`config.mk`:
```
export PLATFORM = sky130hd
export DESIGN_NAME = xor_hash_ctrl
export DESIGN_NICKNAME = d
export VERILOG_FILES = /design/src/rtl/hash_pkg.sv /design/src/rtl/xor_hash.sv /design/src/rtl/xor_hash_ctrl.sv
export SDC_FILE = /design/constraint.sdc
export NUM_CORES = 1
export LEC_CHECK = 0
export ABC_AREA = 1
export BUFFER_PORTS_ARGS = -buffer_cell sky130_fd_sc_hd__clkbuf_2
export CORE_MARGIN = 2
export CORE_UTILIZATION = 55
export DETAILED_ROUTE_END_ITERATION = 16
export MAX_ROUTING_LAYER = met4
export PLACE_DENSITY_LB_ADDON = 0.08
export SYNTH_ARGS = -nofsm -noshare
export SYNTH_HDL_FRONTEND = slang
export SYNTH_SLANG_ARGS = --single-unit
export TNS_END_PERCENT = 5
```
`constraint.sdc`:
```
create_clock -name clk -period 2.99 [get_ports clk]
set_input_delay 0.4485 -clock clk [delete_from_list [all_inputs] [get_ports clk]]
set_output_delay 0.4485 -clock clk [all_outputs]
set_load 0.02 [all_outputs]
```
`src/rtl/hash_pkg.sv`:
```
// ============================================================================
// Module      : hash_pkg
// Description : Shared constants, controller state encoding and a sizing
//               helper for the XOR-fold hash datapath.
// Revision    : 1.0 - initial release
// ============================================================================
`default_nettype none

package hash_pkg;

    localparam int HASH_BLOCK_W  = 512;
    localparam int HASH_DIGEST_W = 8;
    localparam int HASH_CNT_W    = 16;

    typedef enum logic [1:0] {
        FILL = 2'd0,
        HASH = 2'd1,
        DONE = 2'd2
    } hash_ctrl_state_t;

    // Slot counter width; a one-word block still gets a 1-bit counter.
    function automatic int idx_width(input int wpb);
        return (wpb > 1) ? $clog2(wpb) : 1;
    endfunction

endpackage : hash_pkg

`default_nettype wire

```
`src/rtl/xor_hash.sv`:
```
// ============================================================================
// Module      : xor_hash
// Description : Combinational XOR fold of a 512-bit block down to 8 bits.
// Revision    : 1.0 - initial release
// ============================================================================
`default_nettype none

module xor_hash
    import hash_pkg::*;
(
    input  logic [HASH_BLOCK_W-1:0]  block,
    output logic [HASH_DIGEST_W-1:0] digest
);

    localparam int c_NBYTES = HASH_BLOCK_W / HASH_DIGEST_W;

    logic [HASH_DIGEST_W-1:0] w_fold;

    always_comb begin
        w_fold = '0;
        for (int i = 0; i < c_NBYTES; i++) begin
            w_fold = w_fold ^ block[i*HASH_DIGEST_W +: HASH_DIGEST_W];
        end
    end

    assign digest = w_fold;

endmodule : xor_hash

`default_nettype wire

```
`src/rtl/xor_hash_ctrl.sv`:
```
// ============================================================================
// Module      : xor_hash_ctrl
// Description : Packs a word stream into 512-bit blocks, hashes each block and
//               chains the results into a per-message digest.
// Revision    : 1.0 - initial release
// ============================================================================
`default_nettype none

module xor_hash_ctrl
    import hash_pkg::*;
#(
    parameter int WORD_W = 64
) (
    input  logic                     clk,
    input  logic                     rst_n,
    input  logic                     in_valid,
    output logic                     in_ready,
    input  logic [WORD_W-1:0]        in_data,
    input  logic                     in_last,
    output logic                     out_valid,
    input  logic                     out_ready,
    output logic [HASH_DIGEST_W-1:0] out_digest,
    output logic [HASH_CNT_W-1:0]    out_blocks
);

    localparam int c_WPB   = HASH_BLOCK_W / WORD_W;
    localparam int c_IDX_W = idx_width(c_WPB);

    hash_ctrl_state_t           r_state;
    logic [HASH_BLOCK_W-1:0]    r_buf;
    logic [c_IDX_W-1:0]         r_idx;
    logic [HASH_DIGEST_W-1:0]   r_acc;
    logic [HASH_CNT_W-1:0]      r_blocks;
    logic                       r_last_pend;

    logic [HASH_DIGEST_W-1:0]   w_blk_hash;
    logic                       w_accept;
    logic                       w_slot_end;

    xor_hash u_xor_hash (
        .block  (r_buf),
        .digest (w_blk_hash)
    );

    // Handshake readiness is a pure state decode: no input reaches it.
    assign in_ready   = (r_state == FILL);
    assign out_valid  = (r_state == DONE);
    assign out_digest = r_acc;
    assign out_blocks = r_blocks;

    assign w_accept   = in_valid && (r_state == FILL);
    assign w_slot_end = (r_idx == c_IDX_W'(c_WPB - 1));

    always_ff @(posedge clk) begin
        if (!rst_n) begin
            r_state     <= FILL;
            r_buf       <= '0;
            r_idx       <= '0;
            r_acc       <= '0;
            r_blocks    <= '0;
            r_last_pend <= 1'b0;
        end else begin
            case (r_state)
                FILL: begin
                    if (w_accept) begin
                        for (int s = 0; s < c_WPB; s++) begin
                            if (r_idx == c_IDX_W'(s)) begin
                                r_buf[s*WORD_W +: WORD_W] <= in_data;
                            end
                        end
                        r_idx <= r_idx + c_IDX_W'(1);
                        if (w_slot_end || in_last) begin
                            r_state     <= HASH;
                            r_last_pend <= in_last;
                        end
                    end
                end

                HASH: begin
                    r_acc <= r_acc ^ w_blk_hash;
                    if (r_blocks != {HASH_CNT_W{1'b1}}) begin
                        r_blocks <= r_blocks + HASH_CNT_W'(1);
                    end
                    // Clearing here is what zero-pads a short final block.
                    r_buf   <= '0;
                    r_idx   <= '0;
                    r_state <= r_last_pend ? DONE : FILL;
                end

                DONE: begin
                    if (out_ready) begin
                        r_acc       <= '0;
                        r_blocks    <= '0;
                        r_last_pend <= 1'b0;
                        r_state     <= FILL;
                    end
                end

                default: begin
                    r_state <= FILL;
                end
            endcase
        end
    end

endmodule : xor_hash_ctrl

`default_nettype wire
```
==> metrics.cfg <==
[routing]
routed_wl_um=68100
viasPerCell=5.491
drc_errors=0
ant_nets=0
vias=21557
initialDrtViolationCount=1660
drt_pass1_iterations=8
routedWlPerCell_um=17.35

[yosys]
netlist_area_um2=24820
yosysUniqueCellTypes=50
ys_seq_elements=542
syn_nets=3339
ys_warn_count=0
ys_seq_area_share_pct=43.72
syn_inst=3263
syn_area_per_cell_um2=7.606

[sta]
finalClockSkew_ps=22.04
fin_crit_sh_pct=73.55
setup_ws_ps=790.9
fmax_mhz=454.7
fin_crit_ps=2199
hold_viol=0
tightest_slew_ps=857.5
slew_headroom_pct=42.62
slew_viol_final=0
rsz0062_at_grt=no
whs_ps=99.60
setup-tns-final_ps=0
setup_viol=0

[clock_tree]
cts-root-buf=clkbuf_16
cts_tree=done
clkSinkCount=542
clock_path_buffers=3
worstSkewPairLatency_ps=620
cts_made_buffers=57
cts_hold_buffers=0
cts_resized=0
cts_setup_buffers=0
h-tree-depth=2
clk_pin_slew_ps=60

[job]
drv_cap=0

[power_and_ir_drop]
irDropWorstVdd_mv=0.5918
p_leak_nw=11.97
p_per_area_nw_per_um2=702.8

[worst_setup_path]
crit_family=buffers and inverters
crit_path_frequent_cell=nand2_1
critPathRequiredTime_ps=3460
cpPeakStageDelay_ps=520
r2r_cells=8
r2r_end=r_buf[376]$_SDFFE_PN0P_
cp_cell_sequence=nor2_4 > nand2_1 > nand2_2 > nand2_1 > clkinv_2 > buf_12 > o21ai_0 > a21oi_1
worstPathArrival_ps=2670
critPathSlowestCell=dfxtp_1
critical_path.startpoint=r_state[0]$_SDFFE_PN0P_
ff2ff_setup_slack_ps=790
end_kind=flip-flop
crit_type=reg2reg
worstReg2RegStart=r_state[0]$_SDFFE_PN0P_
critPathMaxFanout=42
critPathLaunchType=flip-flop
worst-path-buf-inv=2

[floorplanning]
die_height_um=216.4
dieWidth_um=216.4
core_um2=44410
io_pins=95
rows=77
start_util_pct=55.88
die_area_um2=46840

[global_routing]
grt_max_degree=147
grt_usage_pct=29.79
grt_antenna_before_repair=9
grt_pass1_wl_um=108400
grt_pass1_vias=20502
grt_overflow=0

[layout]
finalInstanceArea_um2=27720
area_growth_pct=11.68
layout_commonest_cell=nand2_1
final_layout_size_suffix_gt1_share_pct=8.564
layout.cells.non_filler=3926
nets=3363
final_cell_mix=620 x nand2_1, 542 x dfxtp_1, 430 x a21oi_1

[placement]
dp_slack_ps=817.5
finalWeightedCongestion=0.8546
placedCellCount=3820
post-dp-hpwl_um=44200
portBuffers=94
dpl-instance-area_um2=25780

[run_status]
outcome=finished clean

[hold_path]
hold_start=in_data[36]
hold_path_depth=3
hold_end=r_buf[484]$_SDFFE_PN0P_
hold_class=in2reg

==> synth_stat cells (all sizes together) <==
cell	count	area share, %
or2	19	0.48
o22ai	1	0.025
nand4	8	0.29
dfxtp	542	44
xnor2	203	7.3
ha	7	0.35
inv	258	3.9
a211oi	50	1.5
clkinv	1	0.015
clkbuf	105	1.6
a21oi	430	8.7
a31oi	1	0.025
a221oi	1	0.035
buf	71	1.6
a311oi	1	0.035
xor2	128	4.6
nor3	7	0.21
nor2	197	3.2
xnor3	2	0.18
nand2	635	9.8
o211a	1	0.040
nand3	149	3.0
o21bai	1	0.030
nor4	1	0.025
nand3b	32	0.97
and2	1	0.035
a21o	1	0.030
o21ai	407	8.2
nand2b	3	0.076
==> power by group <==
group	internal, W	switching, W
registers	0.00770	0.000325
logic	0.00154	0.00267
clock network	0.00433	0.00292
total	0.0136	0.00592
==> sequential cells by signal, indices dropped and copies added, names as in the netlist <==
signal and count:
r_last_pend 1, r_state 2, r_idx 3, out_blocks 16
r_buf 512, out_digest 8
==> routing by layer <==
metal	GRT usage, %	vias to the layer above	share of wire, %
met1	35.44	10128	43
li1	-	10700	-
met4	12.95	0	4.2
met2	51.27	588	48
met5	-	-	0
met3	3.046	141	4.8
==> tightest hold or removal path, delay by kind of cell <==
family,cells,cell delay [ps]
AND/OR/NAND/NOR,1,70
buffers and inverters,1,90
AO/OA/AOI/OAI,1,60
==> stage by stage <==
stage | util, % | power [W]
detailed placement | 58.04 | 0.01234
finish | 62.41 | 0.01948
global placement | 58.04 | 0.01219
global route | 62.41 | 0.02047
CTS | 62.37 | 0.01957
floorplan | - | 0.01130
==> final cells by class <==
type | count | area (um2)
clock buffer | 89 | 1789
clock inverter | 11 | 133.9
inverter | 259 | 984.7
tap | 592 | 740.7
fill | 3959 | 16700
antenna | 6 | 15.01
multi-input combinational | 2286 | 12220
sequential | 542 | 10850
timing repair buffer | 141 | 983.4
==> how the worst max path moves through the flow <==
stage / slack [ps] / depth (start not counted) / end
6_report: 790 / 8 / r_buf[376]$_SDFFE_PN0P_
5_1_grt: 560 / 8 / r_buf[326]$_SDFFE_PN0P_
4_1_cts: 810 / 8 / r_buf[376]$_SDFFE_PN0P_
3_5_place_dp: 820 / 8 / r_buf[326]$_SDFFE_PN0P_
3_3_place_gp: 890 / 8 / r_buf[376]$_SDFFE_PN0P_
2_1_floorplan: 1050 / 12 / out_blocks[15]$_SDFFE_PN0P_
==> cell families (layout without fill, tap and decap cells) <==
family	Yosys count	in the layout	synth area share (%)
and+or+nand+nor	1052	1052	18.11
AOI/OAI and AO/OA	894	894	18.65
DFF	542	542	43.72
buffers and inverters	435	500	7.093
xor gates and xnor gates	333	333	12.07
adders and majority gates	7	7	0.3529
other	0	6	0
Power figures use the tool's default switching activity.
